$ cat src/rtl/div4_seq_pkg.sv
// Shared types and constants for the 4-bit sequential restoring divider.
package div4_seq_pkg;

  localparam int unsigned OpWidth  = 4;
  localparam int unsigned NumSteps = 4;
  localparam int unsigned StepCntW = 2;

  typedef enum logic [1:0] {
    StIdle = 2'd0,
    StCalc = 2'd1,
    StDone = 2'd2
  } divStateE;

endpackage

$ cat src/rtl/full_sub.sv
// One-bit full subtractor; chained LSB-first to form the divider's compare-and-subtract.
module full_sub (
  input  logic a,
  input  logic b,
  input  logic bin,
  output logic d,
  output logic bout
);

  assign d    = a ^ b ^ bin;
  assign bout = (~a & b) | (~(a ^ b) & bin);

endmodule

$ cat src/rtl/div4_seq.sv
// 4-bit unsigned restoring divider: one quotient bit per cycle, MSB first, four CALC cycles.
// done is registered off the DONE state, so it pulses in the cycle after DONE.
module div4_seq
  import div4_seq_pkg::*;
(
  input  logic               clk,
  input  logic               rst,
  input  logic               start,
  input  logic [OpWidth-1:0] dividend,
  input  logic [OpWidth-1:0] divisor,
  output logic               busy,
  output logic               done,
  output logic [OpWidth-1:0] quotient,
  output logic [OpWidth-1:0] remainder,
  output logic               div_by_zero
);

  divStateE              stateQ, stateD;
  logic [StepCntW-1:0]   stepCntQ, stepCntD;
  logic [OpWidth-1:0]    dividendQ, dividendD;
  logic [OpWidth-1:0]    divisorQ, divisorD;
  logic [OpWidth-1:0]    qWorkQ, qWorkD;
  logic [OpWidth-1:0]    quotientQ, quotientD;
  logic [OpWidth-1:0]    remainderQ, remainderD;
  logic [OpWidth:0]      partRemQ, partRemD;
  logic                  divZeroQ, divZeroD;
  logic                  doneQ, doneD;

  // Bit position handled this step: step 0 works on the MSB.
  logic [StepCntW-1:0]   bitIdx;
  logic [OpWidth:0]      shifted;
  logic [OpWidth:0]      subtrahend;
  logic [OpWidth:0]      diff;
  logic [OpWidth+1:0]    borrow;
  logic                  geq;
  logic [OpWidth:0]      stepRem;
  logic                  lastStep;

  assign bitIdx     = StepCntW'(OpWidth - 1) - stepCntQ;
  assign shifted    = {partRemQ[OpWidth-1:0], dividendQ[bitIdx]};
  assign subtrahend = {1'b0, divisorQ};
  assign borrow[0]  = 1'b0;

  for (genvar i = 0; i <= OpWidth; i++) begin : gen_sub
    full_sub u_fullSub (
      .a    (shifted[i]),
      .b    (subtrahend[i]),
      .bin  (borrow[i]),
      .d    (diff[i]),
      .bout (borrow[i+1])
    );
  end

  // No borrow out of the top bit means the shifted remainder covers the divisor.
  assign geq      = ~borrow[OpWidth+1];
  assign stepRem  = geq ? diff : shifted;
  assign lastStep = (stepCntQ == StepCntW'(NumSteps - 1));

  always_comb begin
    stateD      = stateQ;
    stepCntD    = stepCntQ;
    dividendD   = dividendQ;
    divisorD    = divisorQ;
    qWorkD      = qWorkQ;
    quotientD   = quotientQ;
    remainderD  = remainderQ;
    partRemD    = partRemQ;
    divZeroD    = divZeroQ;
    doneD       = 1'b0;

    unique case (stateQ)
      StIdle: begin
        if (start) begin
          stateD     = StCalc;
          dividendD  = dividend;
          divisorD   = divisor;
          divZeroD   = (divisor == '0);
          stepCntD   = '0;
          partRemD   = '0;
          qWorkD     = '0;
          quotientD  = '0;
          remainderD = '0;
        end
      end
      StCalc: begin
        partRemD         = stepRem;
        qWorkD[bitIdx]   = geq;
        stepCntD         = stepCntQ + StepCntW'(1);
        if (lastStep) begin
          stateD     = StDone;
          quotientD  = qWorkD;
          remainderD = stepRem[OpWidth-1:0];
        end
      end
      StDone: begin
        stateD = StIdle;
        doneD  = 1'b1;
      end
      default: stateD = StIdle;
    endcase
  end

  always_ff @(posedge clk) begin
    if (rst) begin
      stateQ     <= StIdle;
      stepCntQ   <= '0;
      dividendQ  <= '0;
      divisorQ   <= '0;
      qWorkQ     <= '0;
      quotientQ  <= '0;
      remainderQ <= '0;
      partRemQ   <= '0;
      divZeroQ   <= 1'b0;
      doneQ      <= 1'b0;
    end else begin
      stateQ     <= stateD;
      stepCntQ   <= stepCntD;
      dividendQ  <= dividendD;
      divisorQ   <= divisorD;
      qWorkQ     <= qWorkD;
      quotientQ  <= quotientD;
      remainderQ <= remainderD;
      partRemQ   <= partRemD;
      divZeroQ   <= divZeroD;
      doneQ      <= doneD;
    end
  end

  assign busy        = (stateQ != StIdle);
  assign done        = doneQ;
  assign quotient    = quotientQ;
  assign remainder   = remainderQ;
  assign div_by_zero = divZeroQ;

  // A restored remainder is always below the divisor, so the top bit of P stays clear.
  always @(posedge clk) begin
    if (!rst && stateQ == StCalc) begin
      assert (!partRemQ[OpWidth])
        else $error("div4_seq: partial remainder overflowed");
    end
    if (!rst && doneQ && !divZeroQ) begin
      assert (remainderQ < divisorQ)
        else $error("div4_seq: remainder not below divisor");
    end
  end

endmodule

$ cat config.mk
export PLATFORM = sky130hd
export DESIGN_NAME = div4_seq
export DESIGN_NICKNAME = d
export VERILOG_FILES = /design/src/rtl/div4_seq_pkg.sv /design/src/rtl/full_sub.sv /design/src/rtl/div4_seq.sv
export SDC_FILE = /design/constraint.sdc
export NUM_CORES = 1
export LEC_CHECK = 0
export BUFFER_PORTS_ARGS = -buffer_cell sky130_fd_sc_hd__buf_2
export CAP_MARGIN = 30
export CORE_ASPECT_RATIO = 1.2
export CORE_UTILIZATION = 46
export CTS_CLUSTER_DIAMETER = 80
export DETAILED_ROUTE_END_ITERATION = 6
export PLACE_DENSITY = 0.79
export RECOVER_POWER = 25
export SYNTH_ARGS = -nofsm -noshare
export SYNTH_HDL_FRONTEND = slang
export SYNTH_SLANG_ARGS = --single-unit
$ cat constraint.sdc
create_clock -name clk -period 3.1 [get_ports clk]
set_clock_uncertainty 0.1 [all_clocks]
set_input_delay 0.62 -clock clk [delete_from_list [all_inputs] [get_ports clk]]
set_output_delay 0.62 -clock clk [all_outputs]
set_load 0.02 [all_outputs]
### Word-level counts from Yosys, hierarchy flattened

Cells that the tools add are included.

* memory bits (writable): 0
* input port bits: 11
* logic and storage cells: 75
* latch bits: 0
* bits in read-only memories: 0
* output and inout bits: 11
* memories: 0
* bits in registers: 30

* magnitude comparators: 2
* reductions and logical operators: 9
* divide/modulo/power cells: 0
* multiply operators: 0
* add/sub/neg operators: 2
* shifts and indexed selects: 0
* mux-type cells: 20
* bitwise operators: 27
* equality and inequality tests: 5

Operators with widths (count)
* $pmux W4 S2: 4
* $mux W4: 5
* $not A1 Y1: 9
* $and A1 B1 Y1: 8
* $pmux W2 S2: 2
* $xor A1 B1 Y1: 7
* $mux W2: 3
* $reduce_and A2 Y1: 3
* $bwmux W4: 1
* $eq A2 B2 Y1 const B: 2
* $logic_not A4 Y1: 1
* $ne A2 B2 Y1 const B: 2
* $reduce_bool A2 Y1: 2
* $lt A2 B3 Y1 const B: 1
* $mux W1: 3
* $or A1 B1 Y1: 3
* $reduce_and A3 Y1: 1
* $add A2 B1 Y2 const B: 1
* $bmux W1 S2: 1
* $demux W1 S2: 1
* $eq A2 B1 Y1 const B: 1
* $ge A2 B1 Y1 const B: 1
* $logic_not A2 Y1: 1
* $sub A2 B2 Y2 const A: 1
* $logic_and A1 B1 Y1: 1

### Logic depth before layout (Yosys ltp)

* depth in word-level cells: 16
* depth in mapped cells: 12
* mapped depth without buffers: 11

### Cells and area by module

From an unflattened synthesis, not the netlist that was laid out.

* cell total of the unflattened synthesis: 165
* area, all modules: 1517.7 µm²

Modules (own cells, without submodules)
* div4_seq: instances 1, seq. area each 600.6 µm², area each 1361.3 µm², cells each 145
* full_sub: instances 5, seq. area each 0.0 µm², area each 31.3 µm², cells each 4

### Worst setup path after synthesis

No wires, ideal clock.

* path kind: flip-flop to flip-flop
* start point: register stepCntQ[1]
* end point: register quotientQ[3], in the netlist quotient[3]
* library setup time: 0.065 ns
* arrival time: 2.733 ns
* period minus slack after synthesis: 2.899 ns
* cell stages (with the launch flop): 11
* required time: 2.935 ns
* setup slack: 0.201 ns
* path through: dfxtp_1 mux2_2 o21ai_0 ha_1 fa_1 fa_1 fa_1 nor2b_1 a211oi_1 mux2i_1 nor2_1

* word-level cells in the longest chain between the ends: 16
* elaborated cells on any way between the ends: 24
* classes of those cells: add/sub: 1; order compare: 2; eq/ne: 2; mux: 7; bitwise: 10; reduce/logical: 2

RTL lines
* start: declaration: line div4_seq.sv:19 `logic [StepCntW-1:0] stepCntQ, stepCntD;`
* start signal: assignment: line div4_seq.sv:117 `stepCntQ <= stepCntD;`
* $sub A2 B2 Y2: line div4_seq.sv:39 `assign bitIdx = StepCntW'(OpWidth - 1) - stepCntQ;`
* $bmux W1 S2: line div4_seq.sv:40 `assign shifted = {partRemQ[OpWidth-1:0], dividendQ[bitIdx]};`
* $mux W1 (implied by the code): line div4_seq.sv:40
* $not A1 Y1: line full_sub.sv:11 `assign bout = (~a & b) | (~(a ^ b) & bin);`
* $and A1 B1 Y1 (2 in a row): line full_sub.sv:11
* $or A1 B1 Y1: line full_sub.sv:11
* $and A1 B1 Y1: line full_sub.sv:11
* $or A1 B1 Y1: line full_sub.sv:11
* $and A1 B1 Y1: line full_sub.sv:11
* $or A1 B1 Y1: line full_sub.sv:11
* $and A1 B1 Y1: line full_sub.sv:11
* $not A1 Y1: line div4_seq.sv:55 `assign geq = ~borrow[OpWidth+1];`
* $bwmux W4: line div4_seq.sv:87 `qWorkD[bitIdx] = geq;`
* $mux W4: line div4_seq.sv:89 `if (lastStep) begin`
* $pmux W4 S2: line div4_seq.sv:71 `unique case (stateQ)`
* end signal: assignment: line div4_seq.sv:121 `quotientQ <= quotientD;`
* end: declaration: line div4_seq.sv:23 `logic [OpWidth-1:0] quotientQ, quotientD;`

Several ways; a longest one is shown, not always the timed one. The select of a mux whose other input is x is not followed.
A chain may end at the register's enable or synchronous reset.

### Worst setup path in the final report

* start point: register stepCntQ[1]
* end point: register remainderQ[3], in the netlist remainder[3]

* word-level cells in the longest chain between the ends: 15
* elaborated cells on any way between the ends: 19
* classes of those cells: add/sub: 1; eq/ne: 2; mux: 5; bitwise: 10; reduce/logical: 1

RTL lines
* $sub A2 B2 Y2: line div4_seq.sv:39
* $bmux W1 S2: line div4_seq.sv:40
* $mux W1 (implied by the code): line div4_seq.sv:40
* $not A1 Y1: line full_sub.sv:11
* $and A1 B1 Y1 (2 in a row): line full_sub.sv:11
* $or A1 B1 Y1: line full_sub.sv:11
* $and A1 B1 Y1: line full_sub.sv:11
* $or A1 B1 Y1: line full_sub.sv:11
* $and A1 B1 Y1: line full_sub.sv:11
* $or A1 B1 Y1: line full_sub.sv:11
* $and A1 B1 Y1: line full_sub.sv:11
* $mux W4: line div4_seq.sv:56 `assign stepRem = geq ? diff : shifted;`
* $mux W4: line div4_seq.sv:89
* $pmux W4 S2: line div4_seq.sv:71
* end signal: assignment: line div4_seq.sv:122 `remainderQ <= remainderD;`
* end: declaration: line div4_seq.sv:24 `logic [OpWidth-1:0] remainderQ, remainderD;`

Several ways; a longest one is shown, not always the timed one. The select of a mux whose other input is x is not followed.

==> flow_summary.json <==
{
  "synth_cell_types": 28,
  "max_freq_mhz": 334,
  "htreeDepth": 2,
  "use_met3_pct": 7.52,
  "dpl.cell_count": 194,
  "synth_edf_count": 0,
  "synth_top_cell_by_area": "dfxtp_1",
  "die_w_um": 50.7,
  "cpLargestDelayFamily": "adder cells",
  "yosys_warnings": 0,
  "synth-seq-cells": 29,
  "yosysSeqAreaShare_pct": 44.4,
  "fin_nets": 187,
  "cp_data_required_time_ps": 3260,
  "syn_inst": 146,
  "first_iter_violations": 31,
  "wire_per_inst_um": 13.3,
  "routed_wl_um": 2680,
  "dieArea_um2": 3060,
  "fillers": 258,
  "crit_top_cell": "fa_2",
  "firstDrtPassIters": 4,
  "clk_latency_ps": 330,
  "die_y_um": 60.4,
  "worst_ep_arrival_time_ps": 3150,
  "io_buffers": 21,
  "setup_viol": 0,
  "synth_area_um2": 1310,
  "cts_buffers": 5,
  "pwr_density_cell_nw_per_um2": 511,
  "gp_congestion": 0.776,
  "grt_busiest_layer": "met2",
  "netlist_top_cells_area": "dfxtp_1 (44%), nand2_1 (6.6%), nor2_1 (6.3%)",
  "cts_tree": "built",
  "final_common_cell": "dfxtp_1",
  "syn_to_final_growth_pct": 15.1,
  "synth.top_cell.area_share_pct": 44.4,
  "max_slew_margin_pct": 17.5,
  "root_buffer": "clkbuf_4",
  "dp.final_hpwl_um": 1830,
  "crit_buf_inv": 0,
  "ys.flop_type": "dfxtp_1",
  "grt_pass1_wl_um": 4130,
  "max_stage_delay_ps": 420,
  "gr-usage-met1_pct": 21.4,
  "placed_area_um2": 1410,
  "post-route-period-util_pct": 96.4,
  "cp-end-kind": "register",
  "cts_setup_buffers": 0,
  "stdcell_count": 201,
  "layout_common_cells": "dfxtp_1 (29), nand2_1 (23), nor2_1 (22)",
  "vias": 1058,
  "antenna_found_initial": 0,
  "antenna_cells": 0,
  "synth_area_per_cell_um2": 8.96,
  "path_cells": "mux2_2, o21ai_0, ha_1, fa_2, fa_2, fa_2, nand2b_4, mux2i_1, a32oi_1, nor2_1",
  "antenna_left": 0,
  "fp.coreArea_um2": 2630,
  "via_per_inst": 5.26,
  "first_global_vias": 923,
  "path_class": "register to register",
  "overflow": 0,
  "worst-path-max-fanout": 6,
  "design_area_um2": 1510,
  "start_kind": "register",
  "peakVddDrop_v": 0.000342,
  "grt.total_usage_pct": 19.3,
  "leakage_nw": 0.628,
  "cts_hold_buf": 0,
  "grt_max_degree": 31,
  "row_count": 20,
  "synthesis.nets": 165,
  "drive_above_1_share_pct": 23.8,
  "clock-sinks": 29,
  "cap_violations": 0,
  "worst_hold_slack_ps": 355,
  "rsz0062_at_grt": "no",
  "io_pins": 22,
  "met2_usage_pct": 31.4,
  "path_clk_slew_ps": 90,
  "ys_async_sr_fraction_pct": 0,
  "clock_path_buffers": 2,
  "initial_core_util_pct": 49.8,
  "hold_path_class": "register to register",
  "drc": 0,
  "min_period_ps": 2990,
  "status": "finished, final reports clean",
  "cp_slowest_cell": "fa_2",
  "hold_viol_final": 0,
  "slew_violations": 0,
  "tightest_slew_ps": 1240
}
==> through the flow <==
step           TNS (ps)  setup WS [ps]  util, %  power (mW)
6_report              0            110     57.3       0.770
5_1_grt               0           3.44     57.3       0.810
4_1_cts           -56.9          -31.1     56.1       0.762
3_5_place_dp      -31.3          -31.3     53.8       0.529
3_3_place_gp          0            110     53.8       0.523
2_1_floorplan         0            201        -       0.506
==> kinds of logic (layout without fill, tap and decap cells) <==
kind of cell / after synthesis / in the layout / synth area share (%)
multiplexers: 9 / 9 / 6.98
adder cells (fa/ha/maj): 8 / 8 / 9.37
AND/OR/NAND/NOR: 57 / 57 / 18.7
flip-flops: 29 / 29 / 44.4
buffers and inverters: 14 / 36 / 6.12
AO/OA/AOI/OAI: 29 / 29 / 14.4
==> synth_stat cells (all sizes together) (3+ instances only) <==
| library cell | number |
|---|---|
| a21oi | 13 |
| ha | 5 |
| clkbuf | 3 |
| a22oi | 4 |
| buf | 5 |
| mux2i | 8 |
| inv | 6 |
| fa | 3 |
| nor2 | 22 |
| a211oi | 5 |
| nand2 | 23 |
| a32oi | 3 |
| dfxtp | 29 |
==> report_power, final <==
part | leakage, nW | switching [mW] | total [mW] | internal [mW]
registers | 0.236 | 0.0121 | 0.400 | 0.388
clock network | 0.0314 | 0.121 | 0.228 | 0.107
logic | 0.360 | 0.0838 | 0.142 | 0.0578
total | 0.628 | 0.217 | 0.770 | 0.553
==> tightest hold or removal path, stage by stage, from the launching register on <==
cell     delay [ps]
dfxtp_1         310
nand2_1          50
a21oi_1          50
==> sequential cells by signal (all words and copies together), names as in the netlist <==
| signal | flops |
|---|---|
| qWorkQ | 3 |
| stateQ | 2 |
| divisorQ | 4 |
| stepCntQ | 2 |
| remainder | 4 |
| done | 1 |
| dividendQ | 4 |
| quotient | 4 |
| div_by_zero | 1 |
| partRemQ | 4 |
==> final cells by class <==
class                   instances  area [µm²]  share of cell area (%)
repair buffers                 23         119                    7.89
flip-flops and latches         29         581                    38.5
inverters                       6        22.5                    1.50
multi-input cells             103         688                    45.7
clock buffers                   7        55.1                    3.65
well taps                      33        41.3                    2.74
==> timing repair <==
action                                  4_1_cts  5_1_grt
resized for setup                             2        9
pin swaps                                     0        1
endpoints found under the setup margin        6       14
==> path summary, 6_finish.rpt <==
kind | startpoint | end | slack (ps) | depth (start not counted)
worst max-delay path | stepCntQ[1] | remainder[3] | 110 | 10
worst min-delay path | div_by_zero | div_by_zero | 360 | 2
worst max register to register | stepCntQ[1] | remainder[3] | 110 | 10
worst min register to register | div_by_zero | div_by_zero | 360 | 2
==> per-layer routing <==
layer  vias to the layer above  wire [µm]  part of all wire (%)
met3                         7        111                   4.1
met1                       492       1210                    45
li1                        536          -                     -
met5                         -          0                     0
met4                         0         58                   2.2
met2                        23       1300                    49
No activity file was read; power rests on OpenSTA's default activity.
